### config.mk
export PLATFORM = sky130hd
export DESIGN_NAME = count_display
export DESIGN_NICKNAME = d
export VERILOG_FILES = /design/src/rtl/count_display.sv
export SDC_FILE = /design/constraint.sdc
export NUM_CORES = 1
export LEC_CHECK = 0
export ABC_CLOCK_PERIOD_IN_PS = 2200
export BUFFER_PORTS_ARGS = -buffer_cell sky130_fd_sc_hd__buf_4
export CAP_MARGIN = 20
export CORE_ASPECT_RATIO = 1.75
export CORE_UTILIZATION = 30
export DETAILED_ROUTE_END_ITERATION = 6
export HOLD_SLACK_MARGIN = 0.05
export PLACE_DENSITY_LB_ADDON = 0.25
export SETUP_SLACK_MARGIN = 0.02
export SLEW_MARGIN = 10
export SYNTH_ARGS = -nofsm -noshare
export SYNTH_HDL_FRONTEND = slang
export SYNTH_SLANG_ARGS = --single-unit
### constraint.sdc
create_clock -name clock -period 2.2 [get_ports clock]
set_clock_uncertainty 0.1 [all_clocks]
set_input_delay 0.22 -clock clock [delete_from_list [all_inputs] [get_ports clock]]
set_output_delay 0.22 -clock clock [all_outputs]
set_load 0.005 [all_outputs]
### src/rtl/count_display.sv
// Two-digit decimal display of a 4-bit up-counter value, multiplexed on a
// common-anode 7-segment pair, with F->0 wrap detection and a wrap counter.
module count_display #(
  parameter int REFRESH_BITS = 16
) (
  input  logic       clock,
  input  logic       clear,
  input  logic [3:0] count_in,
  output logic [6:0] seg,
  output logic [1:0] an,
  output logic       wrap_pulse,
  output logic [7:0] wrap_count,
  output logic       change_pulse
);

  logic [3:0]              count_q;
  logic [REFRESH_BITS-1:0] prescaler;
  logic                    digit_sel;

  logic       tens;
  logic [3:0] ones;
  logic [3:0] digit_val;
  logic [6:0] seg_next;
  logic [1:0] an_next;
  logic       prescaler_max;

  // Active-low segment patterns, bit order {g,f,e,d,c,b,a}.
  function automatic logic [6:0] pattern(input logic [3:0] d);
    logic [6:0] p;
    case (d)
      4'd0:    p = 7'b1000000;
      4'd1:    p = 7'b1111001;
      4'd2:    p = 7'b0100100;
      4'd3:    p = 7'b0110000;
      4'd4:    p = 7'b0011001;
      4'd5:    p = 7'b0010010;
      4'd6:    p = 7'b0000010;
      4'd7:    p = 7'b1111000;
      4'd8:    p = 7'b0000000;
      4'd9:    p = 7'b0010000;
      default: p = 7'b1111111;
    endcase
    return p;
  endfunction

  always_comb begin
    tens          = (count_q >= 4'd10);
    ones          = tens ? (count_q - 4'd10) : count_q;
    digit_val     = digit_sel ? {3'b000, tens} : ones;
    prescaler_max = (prescaler == {REFRESH_BITS{1'b1}});
    an_next       = digit_sel ? 2'b01 : 2'b10;
    // A zero tens digit is blanked rather than shown as a leading zero.
    if (digit_sel && !tens) seg_next = 7'b1111111;
    else                    seg_next = pattern(digit_val);
  end

  always_ff @(posedge clock) begin
    if (clear) begin
      count_q      <= 4'h0;
      prescaler    <= '0;
      digit_sel    <= 1'b0;
      seg          <= 7'b1111111;
      an           <= 2'b11;
      wrap_pulse   <= 1'b0;
      wrap_count   <= 8'h00;
      change_pulse <= 1'b0;
    end else begin
      count_q      <= count_in;
      prescaler    <= prescaler + 1'b1;
      digit_sel    <= digit_sel ^ prescaler_max;
      seg          <= seg_next;
      an           <= an_next;
      change_pulse <= (count_in != count_q);
      // Only consecutive samples F then 0 count as an upstream wrap.
      if (count_q == 4'hF && count_in == 4'h0) begin
        wrap_pulse <= 1'b1;
        wrap_count <= wrap_count + 8'd1;
      end else begin
        wrap_pulse <= 1'b0;
      end
    end
  end

endmodule

==> summary.txt <==
Status -> complete, no violations
Final setup vio count -> 0
Antenna Nets Post-Route -> 0
Area growth from synthesis to layout -> 20.51%
H-tree Lvls -> 2
Least-Margin Pin Slew -> 0.5800 ns
Crit path from -> count_q[1]$_SDFF_PP0_
Grt total ovfl -> 0
Reg2reg path depth -> 4
Top cell type's share of synthesized area -> 44.94%
Logic pwr share -> 8.0%
Post-CTS sizing -> 0
Ys flop type -> dfxtp_1
Dpl hpwl -> 2.512 mm
Synth cell types -> 36
Worst Setup EP -> wrap_count[5]$_SDFFE_PP0P_
Clk pwr share -> 39.8%
GRT Total Usage -> 12.63%
Synth warnings -> 0
Pwr dens -> 680.0 mW/mm2
Pleak -> 0.7756 nW
# Post-CTS Setup Buffers -> 0
Final non-filler cell total -> 301
Crit end category -> flop
Std-Cell Rows -> 36
Net Sw Frac -> 21.81%
Cts bufs inserted -> 5
Vias/cell -> 4.787
Seq cells post-synth -> 40
Clk_lat worst skew -> 0.29 ns
Fmax -> 531.2 MHz
CP required -> 2.27 ns
Reg-to-reg endpoint -> wrap_count[5]$_SDFFE_PP0P_
Worst path arrival time -> 1.95 ns
Post-Syn Area -> 0.001782 mm2
Number of synthesized flops with an enable pin -> 0
CTS max path bufs -> 2
GP Congestion -> 0.7470
Sequential Power Share -> 52.2%
Hold WC Path Type -> primary input to flop
Leading area contributor after synthesis -> dfxtp_1
Pre-Repair DR Iteration Count -> 4
Hold Fails Final Rpt -> 0
CP Launch Type -> flop
DR WL/cell -> 11.58 um
RSZ-0062 raised after global routing -> no
Antenna cells -> 0
MaxCap Viol Count -> 0
Starting DRC count in detailed routing -> 15
Mapped Nets -> 210
Internal power -> 1.142 mW
Clock root cell -> clkbuf_8
DIE HEIGHT -> 103.9 um
Core area -> 0.005630 mm2
DR DRC count -> 0
Clock Pin Slew Worst Setup and Hold Paths -> 0.07 ns
Worst flop-to-flop path startpoint -> count_q[1]$_SDFF_PP0_
Syn Area/Cell -> 8.999 um2
CTS tree -> done
Pins Over Slew Limit -> 0
Hold buffer count at cts -> 0
Synth top area cells -> dfxtp_1 (45%), xnor2_1 (8.8%), nor2_1 (4.8%)
Crit path time final -> 1.883 ns
Die area -> 0.006263 mm2
Worst Setup Path Type -> flop to flop
Ports -> 25
Setup TNS -> 0 ns
Placed cells -> 293
Syn Inst Count -> 198
Antenna violations before repair -> 0
VDD IR max -> 0.0003406 V
CP max FO -> 9
Die X -> 60.26 um
Psw -> 318.4 uW
Ys async rst share -> 0%
Post-Route WL -> 3.486 mm
Flop2flop setup slack -> 0.32 ns
Total number of vias -> 1441
Worst slew margin -> 61.34%
I/O Buffers -> 24
Number of global-route vias before repair -> 1350
CTS sink cnt -> 40
Layout cells sized above 1 -> 17.78%
Global-route wire length before repair -> 6.016 mm
Nets -> 236
Final period util -> 85.58%
Initial Util -> 31.64%
Largest net degree at the start of global routing -> 35
Sequential share of the synthesized area -> 44.94%
## area by class of cell
class | count | area [um2]
timing repair buffer | 28 | 210.2
clock inverter | 2 | 35.03
inverter | 9 | 33.78
clock buffer | 6 | 72.57
sequential | 40 | 800.8
multi-input combinational | 140 | 899.6
tap | 76 | 95.09
fill | 592 | 3483
## registers in the layout, summed over array words and instances (netlist names)
| name | flops |
|---|---|
| an | 2 |
| change_pulse | 1 |
| count_q | 4 |
| digit_sel | 1 |
| prescaler | 16 |
| seg | 7 |
| wrap_count | 8 |
| wrap_pulse | 1 |
## worst min path at each step
stage / from / end / slack [ns] / cells past startpoint
CTS: count_in[0] / count_q[0]$_SDFF_PP0_ / 0.06 / 2
detailed placement: prescaler[0]$_SDFF_PP0_ / prescaler[0]$_SDFF_PP0_ / 0.34 / 1
floorplan: clear / an[0]$_SDFF_PP1_ / 0.24 / 1
finish: count_in[0] / count_q[0]$_SDFF_PP0_ / 0.07 / 2
global route: count_in[1] / count_q[1]$_SDFF_PP0_ / 0.07 / 2
global placement: prescaler[0]$_SDFF_PP0_ / prescaler[0]$_SDFF_PP0_ / 0.33 / 1
## cells in the final DEF, fill, tap and decap left out, drive strengths merged, types with 7 or more instances in the layout
master  synthesis  final
nand3           9      9
buf             4     28
nand4           7      7
dfxtp          40     40
nor3           11     11
nor4            7      7
o21ai          10     10
a21oi           7      7
xnor2          18     18
nand2          11     11
inv             9      9
nor2           23     23
## cells by family after synthesis
logic type	after synthesis	synth area share, %
multiplexers	2	1.124
adder cells (fa/ha/maj)	6	4.213
XOR/XNOR	21	10.32
AND/OR/NAND/NOR	86	26.47
flip-flops	40	44.94
AO/OA/AOI/OAI	25	8.357
buffers and inverters	18	4.565
## power by group through the flow
stage	registers, mW	logic [mW]	clock network, mW
after detailed placement	0.779	0.118	0
after global placement	0.779	0.117	0
after CTS	0.762	0.119	0.600
after global routing	0.765	0.131	0.633
final	0.762	0.116	0.582
after floorplan	0.774	0.0720	0
## synth_stat cells (5+ instances only)
library cell,n
dfxtp_1,40
nor2_1,23
xnor2_1,18
nand2_1,11
nor3_1,11
o21ai_0,10
inv_1,9
nand3_1,9
a21oi_1,7
nand4_1,7
ha_1,6
nor2b_1,6
clkbuf_1,5
## metal layers
metal | up-vias | part of all wire [%] | global-route usage, %
li1 | 734 | - | -
met1 | 684 | 40 | 13.47
met2 | 16 | 55 | 21.59
met3 | 7 | 1.9 | 2.612
met4 | 0 | 3.1 | 7.475
met5 | - | 0 | 0
## critical path, stage by stage (launching register included)
cell	delay, ns
dfxtp_1	0.46
or4b_1	0.67
nor4_2	0.34
xnor2_1	0.15
nor2_1	0.05
## through the flow
stage / util, % / hold slack (ns) / worst slack [ns] / instance area, um2 / power, mW
after floorplan: - / 0.2368 / 0.3513 / 1782 / 0.8457
final: 38.13 / 0.07177 / 0.3173 / 2147 / 1.460
after global routing: 38.13 / 0.07140 / 0.2165 / 2147 / 1.529
after global placement: 36.22 / 0.3309 / 0.3625 / 2039 / 0.8963
after detailed placement: 36.22 / 0.3386 / 0.3214 / 2039 / 0.8969
after CTS: 38.13 / 0.06412 / 0.3093 / 2147 / 1.481
(Power assumes the default switching activity.)
